==> src/rtl/rca_pkg.sv <==
`default_nettype none
// =============================================================================
// Package  : rca_pkg
// Brief    : Shared nibble width and sequencer state encoding for the chunked
//            ripple-carry adder.
// Revision : 1.0
// =============================================================================
package rca_pkg;

  localparam int NIBBLE_W = 4;

  localparam logic [1:0] RCA_SEQ_IDLE = 2'd0;
  localparam logic [1:0] RCA_SEQ_BUSY = 2'd1;
  localparam logic [1:0] RCA_SEQ_DONE = 2'd2;

  typedef enum logic [1:0] {
    ST_IDLE = RCA_SEQ_IDLE,
    ST_BUSY = RCA_SEQ_BUSY,
    ST_DONE = RCA_SEQ_DONE
  } rca_seq_state_e;

endpackage : rca_pkg
`default_nettype wire

==> src/rtl/ripple_carry_adder_4.sv <==
`default_nettype none
// =============================================================================
// Module   : ripple_carry_adder_4
// Brief    : Combinational 4-bit ripple-carry adder built from full-adder cells.
// Revision : 1.0
// =============================================================================
module ripple_carry_adder_4
  import rca_pkg::*;
(
  input  logic [NIBBLE_W-1:0] a,
  input  logic [NIBBLE_W-1:0] b,
  input  logic                cin,
  output logic [NIBBLE_W-1:0] sum,
  output logic                cout
);

  logic [NIBBLE_W:0] w_carry;

  assign w_carry[0] = cin;

  for (genvar i = 0; i < NIBBLE_W; i++) begin : g_bit
    assign sum[i]       = a[i] ^ b[i] ^ w_carry[i];
    assign w_carry[i+1] = (a[i] & b[i]) | (w_carry[i] & (a[i] ^ b[i]));
  end

  assign cout = w_carry[NIBBLE_W];

endmodule : ripple_carry_adder_4
`default_nettype wire

==> src/rtl/rca_chunked_adder_seq.sv <==
`default_nettype none
// =============================================================================
// Module   : rca_chunked_adder_seq
// Brief    : Multi-cycle WIDTH-bit adder that feeds one 4-bit ripple-carry
//            adder a nibble per cycle, LSB first. Optional signed-overflow
//            output is enabled by defining RCA_SEQ_OVF_EN.
// Revision : 1.0
// =============================================================================
module rca_chunked_adder_seq
  import rca_pkg::*;
#(
  parameter int WIDTH = 16
) (
  input  logic             clk,
  input  logic             rst_n,
  input  logic             start,
  input  logic [WIDTH-1:0] a,
  input  logic [WIDTH-1:0] b,
  input  logic             cin,
  output logic             busy,
  output logic             done,
  output logic [WIDTH-1:0] sum,
  output logic             cout
`ifdef RCA_SEQ_OVF_EN
  ,
  output logic             ovf
`endif
);

  localparam int NCHUNK = WIDTH / NIBBLE_W;
  localparam int IDX_W  = (NCHUNK > 1) ? $clog2(NCHUNK) : 1;
  localparam logic [IDX_W-1:0] c_last_idx = IDX_W'(NCHUNK - 1);

  if (((WIDTH % NIBBLE_W) != 0) || (WIDTH < NIBBLE_W)) begin : g_bad_width
    $error("rca_chunked_adder_seq: WIDTH must be a multiple of 4 and >= 4");
  end

  rca_seq_state_e      r_state;
  logic [IDX_W-1:0]    r_idx;
  logic [WIDTH-1:0]    r_a;
  logic [WIDTH-1:0]    r_b;
  logic                r_carry;
  logic                r_busy;
  logic                r_done;
  logic [WIDTH-1:0]    r_sum;
  logic                r_cout;

  logic [NIBBLE_W-1:0] w_a_nib;
  logic [NIBBLE_W-1:0] w_b_nib;
  logic [NIBBLE_W-1:0] w_rca_sum;
  logic                w_rca_cout;

  // Constant-index mux keeps every slice in range, including the single-nibble build.
  always_comb begin
    w_a_nib = '0;
    w_b_nib = '0;
    for (int k = 0; k < NCHUNK; k++) begin
      if (r_idx == IDX_W'(k)) begin
        w_a_nib = r_a[k*NIBBLE_W +: NIBBLE_W];
        w_b_nib = r_b[k*NIBBLE_W +: NIBBLE_W];
      end
    end
  end

  ripple_carry_adder_4 u_rca (
    .a    (w_a_nib),
    .b    (w_b_nib),
    .cin  (r_carry),
    .sum  (w_rca_sum),
    .cout (w_rca_cout)
  );

`ifdef RCA_SEQ_OVF_EN
  logic r_ovf;
  logic w_msb_cin;
  logic w_ovf;

  // Carry into the MSB is recovered from the top bit's sum: s = a ^ b ^ c_in.
  assign w_msb_cin = w_a_nib[NIBBLE_W-1] ^ w_b_nib[NIBBLE_W-1] ^ w_rca_sum[NIBBLE_W-1];
  assign w_ovf     = w_msb_cin ^ w_rca_cout;
  assign ovf       = r_ovf;
`endif

  always_ff @(posedge clk or negedge rst_n) begin
    if (!rst_n) begin
      r_state <= ST_IDLE;
      r_idx   <= '0;
      r_a     <= '0;
      r_b     <= '0;
      r_carry <= 1'b0;
      r_busy  <= 1'b0;
      r_done  <= 1'b0;
      r_sum   <= '0;
      r_cout  <= 1'b0;
`ifdef RCA_SEQ_OVF_EN
      r_ovf   <= 1'b0;
`endif
    end else begin
      case (r_state)
        ST_IDLE, ST_DONE: begin
          r_done <= 1'b0;
          if (start) begin
            r_a     <= a;
            r_b     <= b;
            r_carry <= cin;
            r_idx   <= '0;
            r_busy  <= 1'b1;
            r_state <= ST_BUSY;
          end else begin
            r_state <= ST_IDLE;
          end
        end

        ST_BUSY: begin
          for (int k = 0; k < NCHUNK; k++) begin
            if (r_idx == IDX_W'(k)) begin
              r_sum[k*NIBBLE_W +: NIBBLE_W] <= w_rca_sum;
            end
          end
          r_carry <= w_rca_cout;
          if (r_idx == c_last_idx) begin
            r_state <= ST_DONE;
            r_busy  <= 1'b0;
            r_done  <= 1'b1;
            r_cout  <= w_rca_cout;
`ifdef RCA_SEQ_OVF_EN
            r_ovf   <= w_ovf;
`endif
          end else begin
            r_idx <= r_idx + IDX_W'(1);
          end
        end

        default: begin
          r_state <= ST_IDLE;
          r_busy  <= 1'b0;
          r_done  <= 1'b0;
        end
      endcase
    end
  end

  assign busy = r_busy;
  assign done = r_done;
  assign sum  = r_sum;
  assign cout = r_cout;

endmodule : rca_chunked_adder_seq
`default_nettype wire

==> config.mk <==
export PLATFORM = sky130hd
export DESIGN_NAME = rca_chunked_adder_seq
export DESIGN_NICKNAME = d
export VERILOG_FILES = /design/src/rtl/rca_pkg.sv /design/src/rtl/ripple_carry_adder_4.sv /design/src/rtl/rca_chunked_adder_seq.sv
export SDC_FILE = /design/constraint.sdc
export NUM_CORES = 1
export LEC_CHECK = 0
export CAP_MARGIN = 20
export CELL_PAD_IN_SITES_DETAIL_PLACEMENT = 0
export CELL_PAD_IN_SITES_GLOBAL_PLACEMENT = 2
export CORE_MARGIN = 3
export CORE_UTILIZATION = 35
export CTS_BUF_LIST = sky130_fd_sc_hd__clkbuf_16
export CTS_CLUSTER_DIAMETER = 120
export DETAILED_ROUTE_END_ITERATION = 8
export GPL_TIMING_DRIVEN = 1
export PLACE_DENSITY = 0.8
export SYNTH_ARGS = -nofsm -noshare
export SYNTH_HDL_FRONTEND = slang
export SYNTH_HIERARCHICAL = 1
export SYNTH_SLANG_ARGS = --single-unit
export TNS_END_PERCENT = 50
==> constraint.sdc <==
create_clock -name clk -period 4.31 [get_ports clk]
set_input_delay 1.293 -clock clk [delete_from_list [all_inputs] [get_ports clk]]
set_output_delay 1.293 -clock clk [all_outputs]
set_load 0.01 [all_outputs]
==> flow_metrics.py <==
metrics = {
    "cts": {
        "clock-sinks": 55,
        "cts_buffers": 5,
        "cts_hold_buffers": 0,
        "clk_latency_ns": 0.29,
        "postCtsSetupBuffers": 0,
        "ctsLongestPathBuffers": 2,
        "ctsResizeCount": 0,
        "cts-htree-levels": 2,
        "root_buffer": "clkbuf_16",
        "cts_tree": "done",
        "clkTransAtPathRegs_ns": 0.07,
    },
    "place": {
        "place.gp.congestion": 0.769,
        "placed_cells": 332,
        "port_buffers": 54,
        "pre_cts_ws_ns": 0.971,
        "dp_hpwl_mm": 3.83,
    },
    "global_routing": {
        "grt_util_all_layers_pct": 12.7,
        "antenna_found_initial": 0,
        "gr-total-overflow": 0,
        "first_global_vias": 1564,
        "grt_max_degree": 44,
        "grt_pass1_wl_mm": 8.45,
    },
    "finish": {
        "fin_nets": 284,
        "synthToLayoutAreaGrowth_pct": 29.1,
        "diodes": 0,
        "fill_cells": 663,
        "final_cells": 340,
        "final_layout_size_suffix_gt1_share_pct": 26.6,
    },
    "sta": {
        "setup_viol": 0,
        "tightest_slew_ns": 0.933,
        "fin_crit_sh_pct": 76.9,
        "setup_tns_ns": 0,
        "worst_slack_ns": 0.994,
        "hold_ws_ns": 0.500,
        "finalCriticalPeriod_ns": 3.32,
        "hold_viol": 0,
        "max_freq_mhz": 302,
        "max_slew_margin_pct": 37.8,
        "rsz0062_at_grt": "false",
        "skew_ns": 0.00793,
        "drv_slew": 0,
    },
    "flow_run": {
        "maxCapViolCount": 0,
    },
    "critical_path": {
        "critical-path-top-delay-family": "adder cells",
        "crit_chain": "ha_1, nand2b_1, o22ai_1, a31oi_1, fa_1, inv_1, fa_1, inv_1, fa_1, inv_1, fa_1, inv_1, mux2_4",
        "cp-end-kind": "register",
        "slowest_stage": "fa_1",
        "crit_arrival_ns": 3.49,
        "path_buf_inv": 4,
        "worstPathRequired_ns": 4.49,
        "start_kind": "register",
        "path_class": "reg -> reg",
        "max_stage_delay_ns": 0.47,
        "path_max_fanout": 7,
    },
    "floorplan": {
        "core-area_um2": 7330,
        "initial_core_util_pct": 36.4,
        "num_io_pins": 55,
        "rows": 31,
        "dieHeight_um": 93.3,
        "dieArea_um2": 8710,
        "die_x_um": 93.3,
    },
    "yosys": {
        "synthCells": 183,
        "yosysWarnings": 6,
        "async_flop_share_pct": 100,
        "synth_ff_type": "dfrtp_1",
        "synth_seq_area_share_pct": 51.6,
        "syn_area_um2": 2670,
        "netlist.area_leader.share_pct": 51.6,
        "syn_nets": 227,
        "synth_most_common_cell": "dfrtp_1",
        "synth-edff-count": 0,
        "yosys-top-cells-count": "dfrtp_1 (55), mux2_4 (46), inv_1 (15), o22ai_1 (7)",
        "syn-mean-instance-area_um2": 14.6,
        "synth_area_leaders": "dfrtp_1 (52%), mux2_4 (26%), fa_1 (3.0%), inv_1 (2.1%), ha_1 (1.9%)",
        "yosys.cell_types.count": 27,
        "synth_top_area_cell": "dfrtp_1",
        "synth-seq-cells": 55,
    },
    "route": {
        "drt_iter0_drc": 36,
        "avgViaCountPerCell": 4.66,
        "vias": 1585,
        "routedWlPerCell_um": 15.2,
        "drc": 0,
        "firstDrtPassIters": 4,
        "wirelength_mm": 5.15,
        "ant_nets": 0,
    },
    "power_and_ir_drop": {
        "ir_worst_vdd_uv": 267,
        "leakage_nw": 1.58,
        "switching_share_pct": 35.8,
        "p_total_w": 0.00301,
        "power_density_nw_per_um2": 874,
        "switchingPower_w": 0.00108,
        "p_comb_share_pct": 54.8,
        "p_seq_share_pct": 32.4,
        "p_int_w": 0.00193,
        "p_clk_share_pct": 12.8,
    },
    "worst_hold_path": {
        "hold_class": "reg -> reg",
    },
    "run_status": {
        "status": "finished, final reports clean",
    },
}
power groups by stage:
stage | Combinational, W | Clock [W] | Sequential [W]
6_report | 0.00165 | 0.000386 | 0.000975
2_1_floorplan | 0.00119 | 0 | 0.000962
5_1_grt | 0.00181 | 0.000428 | 0.00101
4_1_cts | 0.00167 | 0.000399 | 0.000979
3_3_place_gp | 0.00164 | 0 | 0.000985
3_5_place_dp | 0.00167 | 0 | 0.000985
stage by stage:
| step | instance area, um^2 | util, % |
|---|---|---|
| after floorplan | 2670 | - |
| after global placement | 3300 | 45.1 |
| after detailed placement | 3300 | 45.1 |
| after CTS | 3440 | 47.0 |
| after global routing | 3440 | 47.0 |
| final | 3440 | 47.0 |
state kept, by name, indices dropped and copies added, names as in the netlist:
signal / count
r_state: 1
busy: 1
cout: 1
r_b: 16
r_carry: 1
done: 1
r_a: 16
r_idx: 2
sum: 16
kinds of logic (layout without fill, tap and decap cells):
logic type,after synthesis,count (layout),synth area share (%)
fa+ha+maj,8,8,4.88
buf+inv,21,79,3.89
flops,55,55,51.6
compound gates,26,26,6.38
simple gates,23,23,5.77
mux,50,50,27.5
metal layers:
metal	wire, um	GRT usage [%]	vias up
met5	0	0	-
met4	71	3.66	0
met3	281	3.62	6
met2	2310	18.1	42
met1	2500	18.6	783
li1	-	-	754
layout by cell type (no fill, tap or decap), types with 5 or more instances in the layout:
| cell type | instances |
|---|---|
| nand3b_1 | 5 |
| inv_1 | 16 |
| clkdlybuf4s50_1 | 53 |
| dfrtp_1 | 55 |
| mux2_4 | 46 |
| clkbuf_16 | 5 |
| nand2_1 | 5 |
| o22ai_1 | 7 |
| a31oi_1 | 5 |
| a21oi_1 | 5 |
final cells by class:
class	instances	area [um^2]	share of cell area [%]
Sequential cell	55	1380	40.0
Multi-Input combinational cell	107	1200	34.7
Timing Repair Buffer	56	551	16.0
Clock buffer	5	125	3.63
Tap cell	99	124	3.60
Inverter	15	56.3	1.63
Clock inverter	3	16.3	0.472
worst paths after layout:
path	slack, ns	endpoint	from	cells past startpoint
worst max-delay path	0.99	sum[7]	r_idx[0]	13
worst min-delay path	0.50	busy	busy	1
worst max register to register	0.99	sum[7]	r_idx[0]	13
worst min register to register	0.50	busy	busy	1
max in group asynchronous	2.43	r_state[0]	rst_n	2
min in group asynchronous	1.14	r_b[6]	rst_n	1
No activity file was read; power rests on OpenSTA's default activity.
